==> src/rtl/sseg_scan_decoder.sv <==
// Passive monitor for a multiplexed four-digit active-low seven-segment bus:
// waits for each scanned digit to settle, decodes it to BCD and assembles HH:MM frames.
module sseg_scan_decoder #(
    parameter int unsigned SETTLE  = 16,
    parameter int unsigned TIMEOUT = 200000
) (
    input  logic        clock,
    input  logic        reset_n,
    input  logic [6:0]  sseg,
    input  logic [3:0]  dgt,
    output logic [15:0] digits,
    output logic        frame_valid,
    output logic        err,
    output logic        scan_lost
);
    localparam int unsigned SCW = $clog2(SETTLE + 1);
    localparam int unsigned TOW = $clog2(TIMEOUT + 1);
    localparam logic [SCW-1:0] SCNT_LAST = SCW'(SETTLE - 1);
    localparam logic [SCW-1:0] SCNT_MAX  = SCW'(SETTLE);
    localparam logic [TOW-1:0] TCNT_MAX  = TOW'(TIMEOUT);

    typedef enum logic [1:0] {ST_IDLE, ST_SETTLE, ST_HOLD} state_t;

    logic [6:0]     sseg_m_q, sseg_m_d, sseg_s_q, sseg_s_d, sseg_p_q, sseg_p_d;
    logic [3:0]     dgt_m_q, dgt_m_d, dgt_s_q, dgt_s_d, dgt_p_q, dgt_p_d;
    state_t         state_q, state_d;
    logic [SCW-1:0] scnt_q, scnt_d;
    logic [TOW-1:0] tcnt_q, tcnt_d;
    logic [2:0]     mask_q, mask_d;
    logic           ferr_q, ferr_d;
    logic [11:0]    shadow_q, shadow_d;
    logic [15:0]    digits_q, digits_d;
    logic           fv_q, fv_d;
    logic           err_q, err_d;
    logic           lost_q, lost_d;

    logic [3:0] sel, sel_prev;
    logic [1:0] idx;
    logic [6:0] seg_on;
    logic [3:0] seg_val;
    logic       seg_ok, multi, multi_prev, one_hot;
    logic       dgt_changed, bus_changed, sample;

    // Decode of the synchronized bus: selected digit index and segment value.
    always_comb begin
        sel         = ~dgt_s_q;
        sel_prev    = ~dgt_p_q;
        multi       = (sel & (sel - 4'd1)) != 4'd0;
        multi_prev  = (sel_prev & (sel_prev - 4'd1)) != 4'd0;
        one_hot     = (sel != 4'd0) && !multi;
        dgt_changed = dgt_s_q != dgt_p_q;
        bus_changed = dgt_changed || (sseg_s_q != sseg_p_q);

        case (sel)
            4'b0010: idx = 2'd1;
            4'b0100: idx = 2'd2;
            4'b1000: idx = 2'd3;
            default: idx = 2'd0;
        endcase

        seg_on  = ~sseg_s_q;
        seg_ok  = 1'b1;
        seg_val = 4'd0;
        case (seg_on)
            7'h00:   seg_val = 4'd0;
            7'h3F:   seg_val = 4'd0;
            7'h06:   seg_val = 4'd1;
            7'h5B:   seg_val = 4'd2;
            7'h4F:   seg_val = 4'd3;
            7'h66:   seg_val = 4'd4;
            7'h6D:   seg_val = 4'd5;
            7'h7D:   seg_val = 4'd6;
            7'h07:   seg_val = 4'd7;
            7'h7F:   seg_val = 4'd8;
            7'h6F:   seg_val = 4'd9;
            default: seg_ok  = 1'b0;
        endcase
    end

    always_comb begin
        sseg_m_d = sseg;
        sseg_s_d = sseg_m_q;
        sseg_p_d = sseg_s_q;
        dgt_m_d  = dgt;
        dgt_s_d  = dgt_m_q;
        dgt_p_d  = dgt_s_q;
        state_d  = state_q;
        scnt_d   = scnt_q;
        tcnt_d   = tcnt_q;
        mask_d   = mask_q;
        ferr_d   = ferr_q;
        shadow_d = shadow_q;
        digits_d = digits_q;
        lost_d   = lost_q;
        fv_d     = 1'b0;
        err_d    = 1'b0;
        sample   = 1'b0;

        // Multi-hot select overrides the scan FSM; err fires only on entry.
        if (multi) begin
            state_d = ST_IDLE;
            scnt_d  = '0;
            mask_d  = '0;
            err_d   = !multi_prev;
        end else begin
            case (state_q)
                ST_IDLE: begin
                    if (one_hot) begin
                        state_d = ST_SETTLE;
                        scnt_d  = '0;
                    end
                end
                ST_SETTLE: begin
                    if (bus_changed) begin
                        scnt_d = '0;
                        if (!one_hot) state_d = ST_IDLE;
                    end else if (scnt_q == SCNT_LAST) begin
                        sample  = 1'b1;
                        state_d = ST_HOLD;
                    end else if (scnt_q != SCNT_MAX) begin
                        scnt_d = scnt_q + 1'b1;
                    end
                end
                ST_HOLD: begin
                    if (dgt_changed) begin
                        scnt_d  = '0;
                        state_d = one_hot ? ST_SETTLE : ST_IDLE;
                    end
                end
                default: state_d = ST_IDLE;
            endcase
        end

        // Frame assembly: mask tracks the contiguous run of digits 0..2 collected.
        if (sample) begin
            err_d  = !seg_ok;
            tcnt_d = '0;
            case (idx)
                2'd0: begin
                    mask_d         = 3'b001;
                    ferr_d         = !seg_ok;
                    shadow_d[3:0]  = seg_val;
                end
                2'd1: begin
                    if (mask_q == 3'b001) begin
                        mask_d        = 3'b011;
                        ferr_d        = ferr_q || !seg_ok;
                        shadow_d[7:4] = seg_val;
                    end else begin
                        mask_d = '0;
                        ferr_d = 1'b0;
                    end
                end
                2'd2: begin
                    if (mask_q == 3'b011) begin
                        mask_d         = 3'b111;
                        ferr_d         = ferr_q || !seg_ok;
                        shadow_d[11:8] = seg_val;
                    end else begin
                        mask_d = '0;
                        ferr_d = 1'b0;
                    end
                end
                default: begin
                    mask_d = '0;
                    ferr_d = 1'b0;
                    if (mask_q == 3'b111 && !ferr_q && seg_ok) begin
                        digits_d = {seg_val, shadow_q};
                        fv_d     = 1'b1;
                    end
                end
            endcase
        end else if (tcnt_q != TCNT_MAX) begin
            tcnt_d = tcnt_q + 1'b1;
        end

        // A sample in the expiry cycle suppresses scan_lost.
        if (fv_d) begin
            lost_d = 1'b0;
        end else if (!sample && tcnt_d == TCNT_MAX) begin
            lost_d = 1'b1;
        end
    end

    always_ff @(posedge clock or negedge reset_n) begin
        if (!reset_n) begin
            sseg_m_q <= '1;
            sseg_s_q <= '1;
            sseg_p_q <= '1;
            dgt_m_q  <= '1;
            dgt_s_q  <= '1;
            dgt_p_q  <= '1;
            state_q  <= ST_IDLE;
            scnt_q   <= '0;
            tcnt_q   <= '0;
            mask_q   <= '0;
            ferr_q   <= 1'b0;
            shadow_q <= '0;
            digits_q <= '0;
            fv_q     <= 1'b0;
            err_q    <= 1'b0;
            lost_q   <= 1'b0;
        end else begin
            sseg_m_q <= sseg_m_d;
            sseg_s_q <= sseg_s_d;
            sseg_p_q <= sseg_p_d;
            dgt_m_q  <= dgt_m_d;
            dgt_s_q  <= dgt_s_d;
            dgt_p_q  <= dgt_p_d;
            state_q  <= state_d;
            scnt_q   <= scnt_d;
            tcnt_q   <= tcnt_d;
            mask_q   <= mask_d;
            ferr_q   <= ferr_d;
            shadow_q <= shadow_d;
            digits_q <= digits_d;
            fv_q     <= fv_d;
            err_q    <= err_d;
            lost_q   <= lost_d;
        end
    end

    assign digits      = digits_q;
    assign frame_valid = fv_q;
    assign err         = err_q;
    assign scan_lost   = lost_q;

endmodule

==> config.mk <==
export PLATFORM = sky130hd
export DESIGN_NAME = sseg_scan_decoder
export DESIGN_NICKNAME = d
export VERILOG_FILES = /design/src/rtl/sseg_scan_decoder.sv
export SDC_FILE = /design/constraint.sdc
export NUM_CORES = 1
export LEC_CHECK = 0
export CORE_ASPECT_RATIO = 0.5
export CORE_MARGIN = 2
export CORE_UTILIZATION = 45
export DETAILED_ROUTE_END_ITERATION = 8
export PLACE_DENSITY = 0.64
export SYNTH_ARGS = -nofsm -noshare
export SYNTH_HDL_FRONTEND = slang
export SYNTH_SLANG_ARGS = --single-unit
==> constraint.sdc <==
create_clock -name clock -period 3.11 [get_ports clock]
set_clock_uncertainty 0.1 [all_clocks]
set_input_delay 0.4665 -clock clock [delete_from_list [all_inputs] [get_ports clock]]
set_output_delay 0.4665 -clock clock [all_outputs]
set_load 0.02 [all_outputs]
==> results of run 1 <==
[power groups by stage]
stage / clock network (mW) / logic, mW / registers (mW)
6_report: 1.06 / 0.123 / 1.28
5_1_grt: 1.14 / 0.141 / 1.29
4_1_cts: 1.09 / 0.126 / 1.28
3_5_place_dp: 0 / 0.124 / 1.30
3_3_place_gp: 0 / 0.123 / 1.30
2_1_floorplan: 0 / 0.0771 / 1.29
[final cells by class]
cell class | instances | area, um^2 | area share
well taps | 135 | 169 | 0.0323
inverters | 19 | 71.3 | 0.0136
clock inverters | 7 | 63.8 | 0.0122
flip-flops and latches | 93 | 2370 | 0.452
multi-input cells | 281 | 1930 | 0.368
clock buffers | 9 | 225 | 0.0430
repair buffers | 43 | 413 | 0.0788
[logic make-up after synthesis]
group | share of synthesized area
buffers and inverters | 0.0357
flip-flops | 0.532
adder cells (fa/ha/maj) | 0.0388
AO/OA/AOI/OAI | 0.0879
AND/OR/NAND/NOR | 0.186
XOR/XNOR | 0.0669
multiplexers | 0.0531
[worst register-to-register path: stages, from the launching register on]
cell	delay, ns
dfstp_2	0.61
xor2_1	0.16
nand3_1	0.14
inv_1	0.11
ha_1	0.23
nand4_1	0.11
or2_2	0.30
or3b_1	0.35
buf_4	0.22
mux2_4	0.33
[sequential cells by signal, summed over array words and instances, names as in the netlist, 2 cells and up]
register  flops
sseg_m_q      7
dgt_p_d       4
scnt_q        5
dgt_p_q       4
mask_q        3
sseg_p_d      7
sseg_p_q      7
tcnt_q       18
dgt_m_q       4
shadow_q     12
digits       16
state_q       2
[how the worst max path moves through the flow]
stage                          start         end  depth (start not counted)
after floorplan           dgt_p_d[3]  digits[10]                         11
after global placement    dgt_p_d[3]   digits[7]                          9
after detailed placement  dgt_p_d[3]  digits[10]                          9
after CTS                 dgt_p_d[3]  digits[10]                          9
after global routing      dgt_p_d[3]  digits[10]                          9
final                     dgt_p_d[3]  digits[10]                          9
[per-layer routing]
layer / routed length [um] / GRT usage / vias to the layer above / share of wire
met5: 0 / 0 / - / 0
li1: - / - / 1510 / -
met1: 4480 / 0.257 / 1445 / 0.54
met2: 3460 / 0.238 / 41 / 0.42
met3: 296 / 0.0431 / 6 / 0.036
met4: 49 / 0.0518 / 0 / 0.0059
[layout by cell type, fill, tap and decap left out, drive strengths merged, types with 3 or more instances in the layout]
cell type       n
nand3          12
and2            4
nand4          11
xnor2          16
or2             3
xor2           18
ha             13
mux2i           6
mux2           14
clkbuf          9
nor3           12
nand2          35
nor2           32
nor2b           6
o211ai          3
nand3b          3
nor3b           3
dfstp          33
and3            4
nor4            8
dfrtp          60
a21oi           7
buf            12
inv            24
clkdlybuf4s50  30
o21ai          21
or3             3
a31oi           4
o31ai           5
or4             3
[stage by stage]
stage | hold WS [ns] | util
detailed placement | 0.247 | 0.518
global placement | 0.246 | 0.518
global route | 0.256 | 0.549
CTS | 0.253 | 0.549
finish | 0.251 | 0.549
floorplan | 0.0709 | -
==> impl_results.md, run 1 <==
- Starting Density: 0.467
- Post-synth net total: 435
- CTS resizes: 0
- # Post-CTS Setup Buffers: 0
- Setup violators final: 0
- CTS Sinks: 93
- Reg2Reg Depth: 9
- Top-count cell post-synth: dfrtp_1
- Internal power: 1.87 mW
- GP Congestion: 0.825
- Worst endpoint data arrival time: 2.89 ns
- Worst Hold Path EP: sseg_p_d[3]
- Worst-path cell chain: xor2_1 -> nand3_1 -> inv_1 -> ha_1 -> nand4_1 -> or2_2 -> or3b_1 -> buf_4 -> mux2_4
- Clk slew on worst S/H paths: 0.07 ns
- ANT nets after route: 0
- Fraction of layout cells with a size suffix above 1: 0.181
- Power per Cell Area: 470 mW/mm^2
- Crit path max fanout: 17
- # nets final: 473
- Total power: 2.46 mW
- PnR worst setup slack: 0.352 ns
- #FFs+latches synth: 93
- Net Sw Frac: 0.241
- Vias/cell: 5.11
- Post-synth EDFFs: 0
- Highest Clock Rate: 0.363 GHz
- H-tree depth: 3
- Yosys warning total: 0
- Dpl ws: 0.328 ns
- Seq pwr share: 0.521
- Placed cell areas: 0.00494 mm^2
- First-pass DRT Iterations: 4
- Total negative slack: 0 ns
- CORE AREA: 0.00954 mm^2
- CP delay by family, top: simple AND/OR/NAND/NOR gates
- Worst hold start: sseg_m_q[3]
- Drt drc: 0
- Nature of the critical path startpoint: register
- R2R Path End: digits[10]
- IO Pins: 32
- Most area-hungry cell type in the Yosys netlist: dfrtp_1
- Number of global-route vias before repair: 2790
- Drt wl/cell: 14.1 um
- DP Wirelength: 5.91 mm
- Switching power of the nets: 0.593 mW
- Comb power frac: 0.050
- Non-Filler Instances: 587
- GRT overflow: 0
- Placed cells: 570
- Status: finished, final reports clean
- Vias: 3002
- Count of cell types in the netlist: 60
- Synth-to-layout area growth: 17.6%
- Worst-Skew Late Latency: 0.34 ns
- Reg2Reg Launch Point: dgt_p_d[3]
- Cell Area, Synth: 0.00445 mm^2
- Routed WL: 8.29 mm
- Clock power frac: 0.429
- PortBufs: 31
- First-pass GRT wire length: 13.9 mm
- Ys flop type: dfrtp_1
- Fin crit period: 2.76 ns
- Top cells by count, synth: 60 x dfrtp_1, 35 x nand2_1, 33 x dfstp_2
- Main area contributors after synthesis: dfrtp_1 34%, dfstp_2 19%, ha_1 3.7%
- Iter 0 DRT Violations: 106
- Share of the synthesized area in the top cell type: 0.337
- Ys async rst share: 1.00
- Largest net degree at the start of global routing: 61
- Slew headroom: 0.555
- Tightest Pin Transition: 0.661 ns
- Die width: 145 um
- Fillers: 828
- RSZ-0062 raised after global routing: no
- Die height: 74.4 um
- Hold buffer count at CTS: 1
- Diode count: 0
- CP endpoint kind: register
- Mapped Cells: 409
- VDD IR-drop max: 0.266 mV
- Max stage delay on crit path: 0.61 ns
- Critical Setup Path Class: register to register
- Design Area, Final: 0.00524 mm^2
- TritonCTS clock tree: yes
- Final hold viol count: 0
- Total GRT Usage: 0.169
- Register area share after synthesis: 0.532
- Maxcap violations: 0
- Clock buffer depth: 2
- Initial antenna violation count: 0
- Reg2reg setup slack: 0.35 ns
- Hold Crit Depth: 0
- Leakage: 2.24 nW
- Buf/Inv on CP: 2
- CTS root buffer: clkbuf_16
- Final Max Slew Viols: 0
- Cts bufs inserted: 9
- FP Rows: 25
- Period utilisation layout: 0.887
- Slowest-stage cell, CP: dfstp_2
- Total Die Area: 0.0108 mm^2
- Syn_area_per_cell: 10.9 um^2
- Hold Path Class: register to register
- Critical Path RT: 3.24 ns
Power figures use the tool's default switching activity.
==> run 2: changes to the inputs <==
PLACE_DENSITY = 0.72   (was 0.64)
SKIP_LAST_GASP = 1   (was default)
==> impl_results.md, run 2 (synthesis results as in run 1) <==
- Reg2Reg Depth: 9 (unchanged)
- CTS Sinks: 93 (unchanged)
- Drt drc: 0 (unchanged)
- Most common cell after layout, fill and taps aside: dfrtp_1
- Critical Path Start: dgt_p_d[3]
- Reg2reg setup slack: 0.37 ns (about the same)
- Crit path max fanout: 17 (unchanged)
- Total negative slack: 0 ns (unchanged)
- Maxcap violations: 0 (unchanged)
- Critical Path RT: 3.24 ns (about the same)
- Max reg flops: 18 (unchanged)
- Hold Path Class: input pin to async pin
- Worst-Skew Late Latency: 0.35 ns (about the same)
- DP Wirelength: 5.81 mm (-1.7%)
- Dpl ws: 0.371 ns (+0.0430 ns)
- Die height: 74.4 um (unchanged)
- Starting Density: 0.467 (unchanged)
- CORE AREA: 0.00954 mm^2 (unchanged)
- Vias/cell: 5.17 (+1.1%)
- Cts bufs inserted: 9 (unchanged)
- Logic depth of the worst path, buffers included: 9 (unchanged)
- Fin crit period: 2.74 ns (-0.0137 ns)
- Critical Setup Path Class: register to register
- RSZ-0062 raised after global routing: no
- Non-Filler Instances: 583 (-0.68%)
- Tightest Pin Transition: 0.681 ns (+0.0200 ns)
- PortBufs: 31 (unchanged)
- Final Max Slew Viols: 0 (unchanged)
- PnR worst setup slack: 0.366 ns (+0.0137 ns)
- # Post-CTS Setup Buffers: 0 (unchanged)
- Reg2Reg Launch Point: dgt_p_d[3]
- Worst-path cell chain: xor2_1 -> nand3_1 -> inv_1 -> ha_1 -> nand4_1 -> or2_2 -> or3b_1 -> buf_4 -> mux2_4
- Clock buffer depth: 2 (unchanged)
- Diode count: 0 (unchanged)
- Final Util: 0.550 (+0.00105)
- H-tree depth: 3 (unchanged)
- ANT nets after route: 0 (unchanged)
- Die width: 145 um (unchanged)
- First-pass GRT wire length: 13.9 mm (+0.10%)
- Total GRT Usage: 0.171 (+0.00220)
- CTS root buffer: clkbuf_16
- First-pass DRT Iterations: 4 (unchanged)
- Total power: 2.61 mW (+6.0%)
- Drt wl/cell: 14.6 um (+3.1%)
- CP endpoint kind: register
- Hold buffer count at CTS: 0 (-1)
- Max stage delay on crit path: 0.61 ns (about the same)
- Power per Cell Area: 497 mW/mm^2 (+5.8%)
- Fraction of layout cells with a size suffix above 1: 0.176 (-0.00508)
- Number of global-route vias before repair: 2814 (+0.86%)
- Leakage: 2.24 nW (+0.29%)
- Slew headroom: 0.541 (-0.0134)
- Largest net degree at the start of global routing: 94 (+54%)
- Setup violators final: 0 (unchanged)
- Final hold viol count: 0 (unchanged)
- GRT overflow: 0 (unchanged)
- Routed WL: 8.49 mm (+2.4%)
- FP Rows: 25 (unchanged)
- TritonCTS clock tree: yes
- Vias: 3015 (+0.43%)
- Placed cells: 567 (-0.53%)
- Iter 0 DRT Violations: 128 (+21%)
- Initial antenna violation count: 0 (unchanged)
- Clk slew on worst S/H paths: 0.07 ns (about the same)
- IO Pins: 32 (unchanged)
- Synth-to-layout area growth: 17.8%
- Period utilisation layout: 0.882 (-0.00440)
- Commonest non-fill, non-tap cells in the layout: 60 x dfrtp_1, 35 x nand2_1, 33 x dfstp_2
- Total Die Area: 0.0108 mm^2 (unchanged)
- CP delay by family, top: simple AND/OR/NAND/NOR gates
- VDD IR-drop max: 0.263 mV (-1.2%)
- Status: finished, final reports clean
- Worst endpoint data arrival time: 2.88 ns (about the same)
- CP endpoint: digits[10]
- # nets final: 469 (-0.85%)
- CTS resizes: 0 (unchanged)
- Biggest register: tcnt_q
- Nature of the critical path startpoint: register
- Slowest-stage cell, CP: dfstp_2
- Buf/Inv on CP: 2 (unchanged)
- R2R Path End: digits[10]
- Highest Clock Rate: 0.364 GHz (+0.50%)
- GP Congestion: 0.772 (-6.5%)
-- run 2: changes by cell type in the layout (fill, tap and decap cells not counted) --
cell | before | now
buf_4 | 11 | 8
bufinv_16 | 0 | 2
clkinv_4 | 0 | 2
clkinvlp_4 | 2 | 0
dlygate4sd3_1 | 1 | 0
inv_6 | 3 | 2
inv_8 | 2 | 1
-- run 2: routing by layer --
layer  share of wire  track usage  wire, um  up-vias
met4           0.012       0.0572       101        0
met1            0.51        0.244      4370     1432
met5               0            0         0        -
met3           0.050       0.0541       424       11
met2            0.42        0.251      3590       59
li1                -            -         -     1513
-- run 2: worst min-delay path by stage --
stage                     depth (start not counted)        start  slack, ns          end
after floorplan                                   0      reset_n       0.07    digits[0]
after global placement                            0  sseg_m_q[2]       0.25  sseg_p_d[2]
after detailed placement                          0  sseg_m_q[5]       0.25  sseg_p_d[5]
after CTS                                         2      reset_n       0.08    scnt_q[3]
after global routing                              2      reset_n       0.09    scnt_q[3]
final                                             2      reset_n       0.05    scnt_q[1]
-- run 2: power breakdown --
part | switching, mW | internal [mW] | total, mW
registers | 0.0301 | 1.25 | 1.28
clock network | 0.485 | 0.718 | 1.20
logic | 0.0701 | 0.0524 | 0.122
-- run 2: final cells by class --
| type | count | area (um^2) |
|---|---|---|
| Fill cell | 788 | 4290 |
| Sequential cell | 93 | 2370 |
| Multi-Input combinational cell | 281 | 1930 |
| Timing Repair Buffer | 39 | 380 |
| Clock buffer | 9 | 225 |
| Tap cell | 135 | 169 |
| Clock inverter | 7 | 106 |
| Inverter | 19 | 71.3 |
-- run 2: worst register-to-register path: stages (launching register included) --
cell,delay (ns)
dfstp_2,0.61
xor2_1,0.15
nand3_1,0.14
inv_1,0.11
ha_1,0.22
nand4_1,0.10
or2_2,0.30
or3b_1,0.35
buf_4,0.23
mux2_4,0.33
-- run 2: per-stage QoR --
stage | hold WS, ns | area, um^2
6_report | 0.0523 | 5250
4_1_cts | 0.0761 | 5250
2_1_floorplan | 0.0709 | 4450
3_5_place_dp | 0.247 | 4920
3_3_place_gp | 0.246 | 4920
5_1_grt | 0.0875 | 5250
